`src/rtl/elevator_scan_ctrl.sv`:
```
// Single-car SCAN elevator controller: pending-request bitmap, per-floor move timer, door dwell.
// Optional fire-service recall (fire_recall port) is built when ELEV_FIRE_RECALL_EN is defined.
module elevator_scan_ctrl #(
  parameter int unsigned N_FLOORS    = 8,
  parameter int unsigned MOVE_CYCLES = 4,
  parameter int unsigned DOOR_CYCLES = 3,
  localparam int unsigned FLOOR_W    = $clog2(N_FLOORS)
) (
  input  logic                clk,
  input  logic                rst,
  input  logic                req_valid,
  input  logic [FLOOR_W-1:0]  req_floor,
  input  logic                sensor,
  input  logic                open_close_door,
`ifdef ELEV_FIRE_RECALL_EN
  input  logic                fire_recall,
`endif
  output logic [FLOOR_W-1:0]  current_floor,
  output logic                elevator_direction,
  output logic                moving,
  output logic                door_open,
  output logic [N_FLOORS-1:0] pending,
  output logic                req_err
);

  localparam int unsigned T_MAX   = (MOVE_CYCLES > DOOR_CYCLES) ? MOVE_CYCLES : DOOR_CYCLES;
  localparam int unsigned TIMER_W = $clog2(T_MAX + 1);
  localparam logic [TIMER_W-1:0] MOVE_RELOAD = TIMER_W'(MOVE_CYCLES - 1);
  localparam logic [TIMER_W-1:0] DOOR_RELOAD = TIMER_W'(DOOR_CYCLES - 1);
  localparam logic [FLOOR_W:0]   FLOOR_LIMIT = (FLOOR_W + 1)'(N_FLOORS);
  localparam logic [FLOOR_W-1:0] TOP_FLOOR   = FLOOR_W'(N_FLOORS - 1);

  typedef enum logic [1:0] {
    S_IDLE      = 2'd0,
    S_MOVING    = 2'd1,
    S_DOOR_OPEN = 2'd2
  } state_t;

  state_t               state_q, state_d;
  logic [TIMER_W-1:0]   timer_q, timer_d;
  logic [FLOOR_W-1:0]   floor_d;
  logic                 dir_d;
  logic [N_FLOORS-1:0]  pending_d;
  logic                 arrive;

  logic                 recall;
  logic                 req_oor, req_ok, req_here;
  logic                 above, below, ahead, behind, at_end;
  logic [FLOOR_W-1:0]   step_floor;

`ifdef ELEV_FIRE_RECALL_EN
  assign recall = fire_recall;
`else
  assign recall = 1'b0;
`endif

  // Request classification: out of range, accepted, or a call for the floor the car stands at
  assign req_oor  = req_valid && ({1'b0, req_floor} >= FLOOR_LIMIT);
  assign req_ok   = req_valid && !req_oor && !recall;
  assign req_here = req_ok && (req_floor == current_floor) && (state_q != S_MOVING);

  // Pending calls strictly above / below the car
  always_comb begin
    above = 1'b0;
    below = 1'b0;
    for (int unsigned i = 0; i < N_FLOORS; i++) begin
      if (FLOOR_W'(i) > current_floor) above = above | pending[i];
      if (FLOOR_W'(i) < current_floor) below = below | pending[i];
    end
  end

  assign ahead      = elevator_direction ? above : below;
  assign behind     = elevator_direction ? below : above;
  assign at_end     = elevator_direction ? (current_floor == TOP_FLOOR) : (current_floor == '0);
  assign step_floor = elevator_direction ? current_floor + FLOOR_W'(1) : current_floor - FLOOR_W'(1);

  // Next-state, timer, position and request-bitmap logic
  always_comb begin
    state_d   = state_q;
    timer_d   = timer_q;
    floor_d   = current_floor;
    dir_d     = elevator_direction;
    pending_d = pending;
    arrive    = 1'b0;

    case (state_q)
      S_IDLE: begin
        if (recall) begin
          dir_d = 1'b0;
          if (current_floor == '0) begin
            state_d = S_DOOR_OPEN;
            timer_d = DOOR_RELOAD;
          end else begin
            state_d = S_MOVING;
            timer_d = MOVE_RELOAD;
          end
        end else if (req_here) begin
          state_d = S_DOOR_OPEN;
          timer_d = DOOR_RELOAD;
        end else if (ahead) begin
          state_d = S_MOVING;
          timer_d = MOVE_RELOAD;
        end else if (behind) begin
          dir_d   = !elevator_direction;
          state_d = S_MOVING;
          timer_d = MOVE_RELOAD;
        end else if (open_close_door) begin
          state_d = S_DOOR_OPEN;
          timer_d = DOOR_RELOAD;
        end
      end

      S_MOVING: begin
        if (timer_q != '0) begin
          timer_d = timer_q - TIMER_W'(1);
        end else if (recall ? at_end : !ahead) begin
          // Nothing left to travel toward (e.g. recall just released): stop here
          state_d = S_IDLE;
        end else begin
          floor_d = step_floor;
          timer_d = MOVE_RELOAD;
          if (recall) begin
            dir_d = 1'b0;
            if (step_floor == '0) begin
              state_d = S_DOOR_OPEN;
              timer_d = DOOR_RELOAD;
            end
          end else if (pending[step_floor]) begin
            arrive  = 1'b1;
            state_d = S_DOOR_OPEN;
            timer_d = DOOR_RELOAD;
          end
        end
      end

      S_DOOR_OPEN: begin
        if (recall && (current_floor != '0)) begin
          // Recall away from the lobby: close at once unless obstructed
          timer_d = DOOR_RELOAD;
          if (!sensor) state_d = S_IDLE;
        end else if (recall || sensor || open_close_door || req_here) begin
          dir_d   = recall ? 1'b0 : elevator_direction;
          timer_d = DOOR_RELOAD;
        end else if (timer_q == '0) begin
          state_d = S_IDLE;
        end else begin
          timer_d = timer_q - TIMER_W'(1);
        end
      end

      default: begin
        state_d = S_IDLE;
        timer_d = '0;
      end
    endcase

    // A call for the floor being arrived at on the same edge counts as served
    if (recall) begin
      pending_d = '0;
    end else begin
      if (arrive) pending_d[step_floor] = 1'b0;
      if (req_ok && !req_here && !(arrive && (req_floor == step_floor)))
        pending_d[req_floor] = 1'b1;
    end
  end

  // State and registered outputs
  always_ff @(posedge clk or posedge rst) begin
    if (rst) begin
      state_q            <= S_IDLE;
      timer_q            <= '0;
      current_floor      <= '0;
      elevator_direction <= 1'b1;
      pending            <= '0;
      req_err            <= 1'b0;
      moving             <= 1'b0;
      door_open          <= 1'b0;
    end else begin
      state_q            <= state_d;
      timer_q            <= timer_d;
      current_floor      <= floor_d;
      elevator_direction <= dir_d;
      pending            <= pending_d;
      req_err            <= req_oor && !recall;
      moving             <= (state_d == S_MOVING);
      door_open          <= (state_d == S_DOOR_OPEN);
    end
  end

endmodule
```
`config.mk`:
```
export PLATFORM = sky130hd
export DESIGN_NAME = elevator_scan_ctrl
export DESIGN_NICKNAME = d
export VERILOG_FILES = /design/src/rtl/elevator_scan_ctrl.sv
export SDC_FILE = /design/constraint.sdc
export NUM_CORES = 1
export LEC_CHECK = 0
export BUFFER_PORTS_ARGS = -buffer_cell sky130_fd_sc_hd__buf_2
export CORE_MARGIN = 2
export CORE_UTILIZATION = 30
export DETAILED_ROUTE_END_ITERATION = 6
export PLACE_DENSITY = 0.56
export SYNTH_ARGS = -nofsm -noshare
export SYNTH_HDL_FRONTEND = slang
export SYNTH_SLANG_ARGS = --single-unit
```
`constraint.sdc`:
```
create_clock -name clk -period 3.05 [get_ports clk]
set_clock_uncertainty 0.2 [all_clocks]
set_input_delay 0.1525 -clock clk [delete_from_list [all_inputs] [get_ports clk]]
set_output_delay 0.1525 -clock clk [all_outputs]
set_load 0.03 [all_outputs]
```
==> impl_metrics.toml <==
[logic_synthesis]
async_reset_ff_frac = 1.00
synth_edf_count = 0
synth-compound-area-share = 0.244
yosysUniqueCellTypes = 51
ys_ff_latch = 19
synthAdderAreaFrac = 0.0529
synth_simple_gate_area_frac = 0.198
synth_warnings = 0
synthMuxAreaShare = 0.0573
synth_fp_nets = 171
synthesis.area_um2 = 1420
synth_top_family_by_area = "compound AO/OA/AOI/OAI gates"
synth_ff_type = "dfrtp_1"
synth_cells = 157
syn_avg_cell_area_um2 = 9.04
synth-xor-area-share = 0.0432
yosysSeqAreaShare = 0.336

[grt]
grt_pass1_wl_um = 6210
grt_max_degree = 20
overflow = 0
antenna_found_initial = 0
grtUsageTotal = 0.150
grt_pass1_vias = 1303

[clock_network]
cts_made_buffers = 3
numClockSinks = 19
clock_latency_ns = 0.26
clockBufferDepth = 2
ctsResizeCount = 0
htreeDepth = 1
cts_tree = "built"
cts_root_buf = "clkbuf_8"
cts-hold-fix-buffers = 1
path_clk_slew_ns = 0.08
post_cts_buffers = 0

[routing]
drtPass1Iterations = 4
final_antenna_net_count = 0
routed_via_density = 5.61
wl_per_cell_um = 15.5
drc = 0
initialDrtViolationCount = 128
wl_um = 3600
via_count = 1308

[setup_path]
cp-start-kind = "register"
cp_max_fo = 10
end_kind = "register"
worstPathArrival_ns = 2.75
worstSetupPathType = "reg2reg"
required_ns = 3.00

[timing]
slew-limit-headroom = 0.503
final_hold_viol_count = 0
slew_violations = 0
setup_violations = 0
whs_ns = 0.0220
worst_slew_pin_slew_ns = 0.744
layout_min_cycle_time_ns = 2.80
layout_worst_path_cycle_share = 0.917
max_freq_mhz = 358
setup_tns_ns = 0
rsz0062_at_grt = "no"

[flow_run]
cap_violations = 0

[pwr]
ir_drop_v = 0.000421
power.density_nw_per_um2 = 1070
p_leak_nw = 0.682

[die]
chipHeight_um = 72.8
core_area_um2 = 4630
rows = 25
dieArea_um2 = 5300
ioPinCount = 23
start_util = 0.306
fp.dieW_um = 72.8

[finish]
final_cell_mix = "o21ai_0, buf_2, dfrtp_1"
drive_gt1_frac = 0.251
nets = 194
fillers = 479
syn_to_final_growth_pct = 14.4
n_antenna_cell = 0

[status]
outcome = "complete, no violations"

[place]
dp_hpwl_um = 2790
globalplace.congestion = 0.843
io_buffers = 21

[worst_hold_path]
hold_path_class = "in2reg"
critical path, stage by stage (launching register included):
cell	delay (ns)
dfrtp_1	0.53
inv_1	0.13
ha_1	0.22
nor3b_1	0.23
nor4_2	0.09
o221ai_2	0.36
mux2_2	0.31
and2_1	0.26
mux2_2	0.36
registers in the layout (all words and copies together), names as in the netlist:
name and flops:
current_floor 3, door_open 1, elevator_direction 1, moving 1
pending 8, state_q 2, timer_q 3
area by class of cell:
cell class / instances / area, um^2 / share of cell area
Inverter: 12 / 45.0 / 0.0278
Sequential cell: 19 / 477 / 0.294
Tap cell: 54 / 67.6 / 0.0416
Clock buffer: 3 / 41.3 / 0.0254
Multi-Input combinational cell: 119 / 850 / 0.524
Timing Repair Buffer: 25 / 138 / 0.0848
Clock inverter: 1 / 5.00 / 0.00308
stage by stage:
stage               instances   util  worst slack [ns]  total power, mW  cell area, um^2
finish                    233  0.351             0.254             1.74             1620
global route              233  0.351            0.0744             1.90             1620
CTS                       233  0.351             0.264             1.74             1620
detailed placement        228  0.338             0.284             1.55             1570
global placement          228  0.338             0.249             1.55             1570
floorplan                 157      -             0.241             1.28             1420
cell families after synthesis:
kind of cell    count (synthesis)
compound gates                 50
xor+xnor                        7
fa+ha+maj                       6
buf+inv                        19
flops                          19
mux                             6
other cells                     1
simple gates                   49
layer usage:
metal	GRT usage	routed length [um]	vias to the layer above	part of all wire
met2	0.257	1740	45	0.48
met1	0.190	1650	640	0.46
li1	-	-	617	-
met4	0.0350	39	0	0.011
met5	0	0	-	0
met3	0.0387	178	6	0.049
synthesized netlist by cell type (all sizes together), types with 2 or more instances:
cell type / number / area share
o21ai: 22 / 0.078
dfrtp: 18 / 0.32
inv: 12 / 0.032
nor2: 9 / 0.024
a21oi: 7 / 0.025
nand2: 7 / 0.019
buf: 6 / 0.031
ha: 6 / 0.053
nand2b: 5 / 0.022
nor2b: 5 / 0.022
xnor2: 5 / 0.031
mux2: 4 / 0.034
nand3: 4 / 0.014
or3: 4 / 0.018
a32o: 3 / 0.021
a21o: 2 / 0.011
a22oi: 2 / 0.011
a31o: 2 / 0.012
a31oi: 2 / 0.0088
and2: 2 / 0.0088
nand4b: 2 / 0.012
nor3: 2 / 0.0071
nor3b: 2 / 0.011
or2: 2 / 0.0088
xor2: 2 / 0.012
final timing paths:
path,from,to,slack (ns),depth (start not counted)
setup reg to reg,current_floor[1]$_DFFE_PP0P_,current_floor[1]$_DFFE_PP0P_,0.25,8
min in group asynchronous,rst,current_floor[1]$_DFFE_PP0P_,0.36,3
setup / recovery,current_floor[1]$_DFFE_PP0P_,current_floor[1]$_DFFE_PP0P_,0.25,8
max in group asynchronous,rst,door_open$_DFF_PP0_,1.83,3
hold reg to reg,timer_q[1]$_DFFE_PP0P_,timer_q[1]$_DFFE_PP0P_,0.31,1
hold / removal,req_valid,pending[7]$_DFF_PP0_,0.02,3
report_power, final:
group / internal [mW] / total, mW / leakage, nW / switching [mW]
logic: 0.427 / 1.07 / 0.448 / 0.638
registers: 0.348 / 0.488 / 0.208 / 0.141
clock network: 0.0911 / 0.184 / 0.0255 / 0.0934
total: 0.866 / 1.74 / 0.682 / 0.872
(Power assumes the default switching activity.)
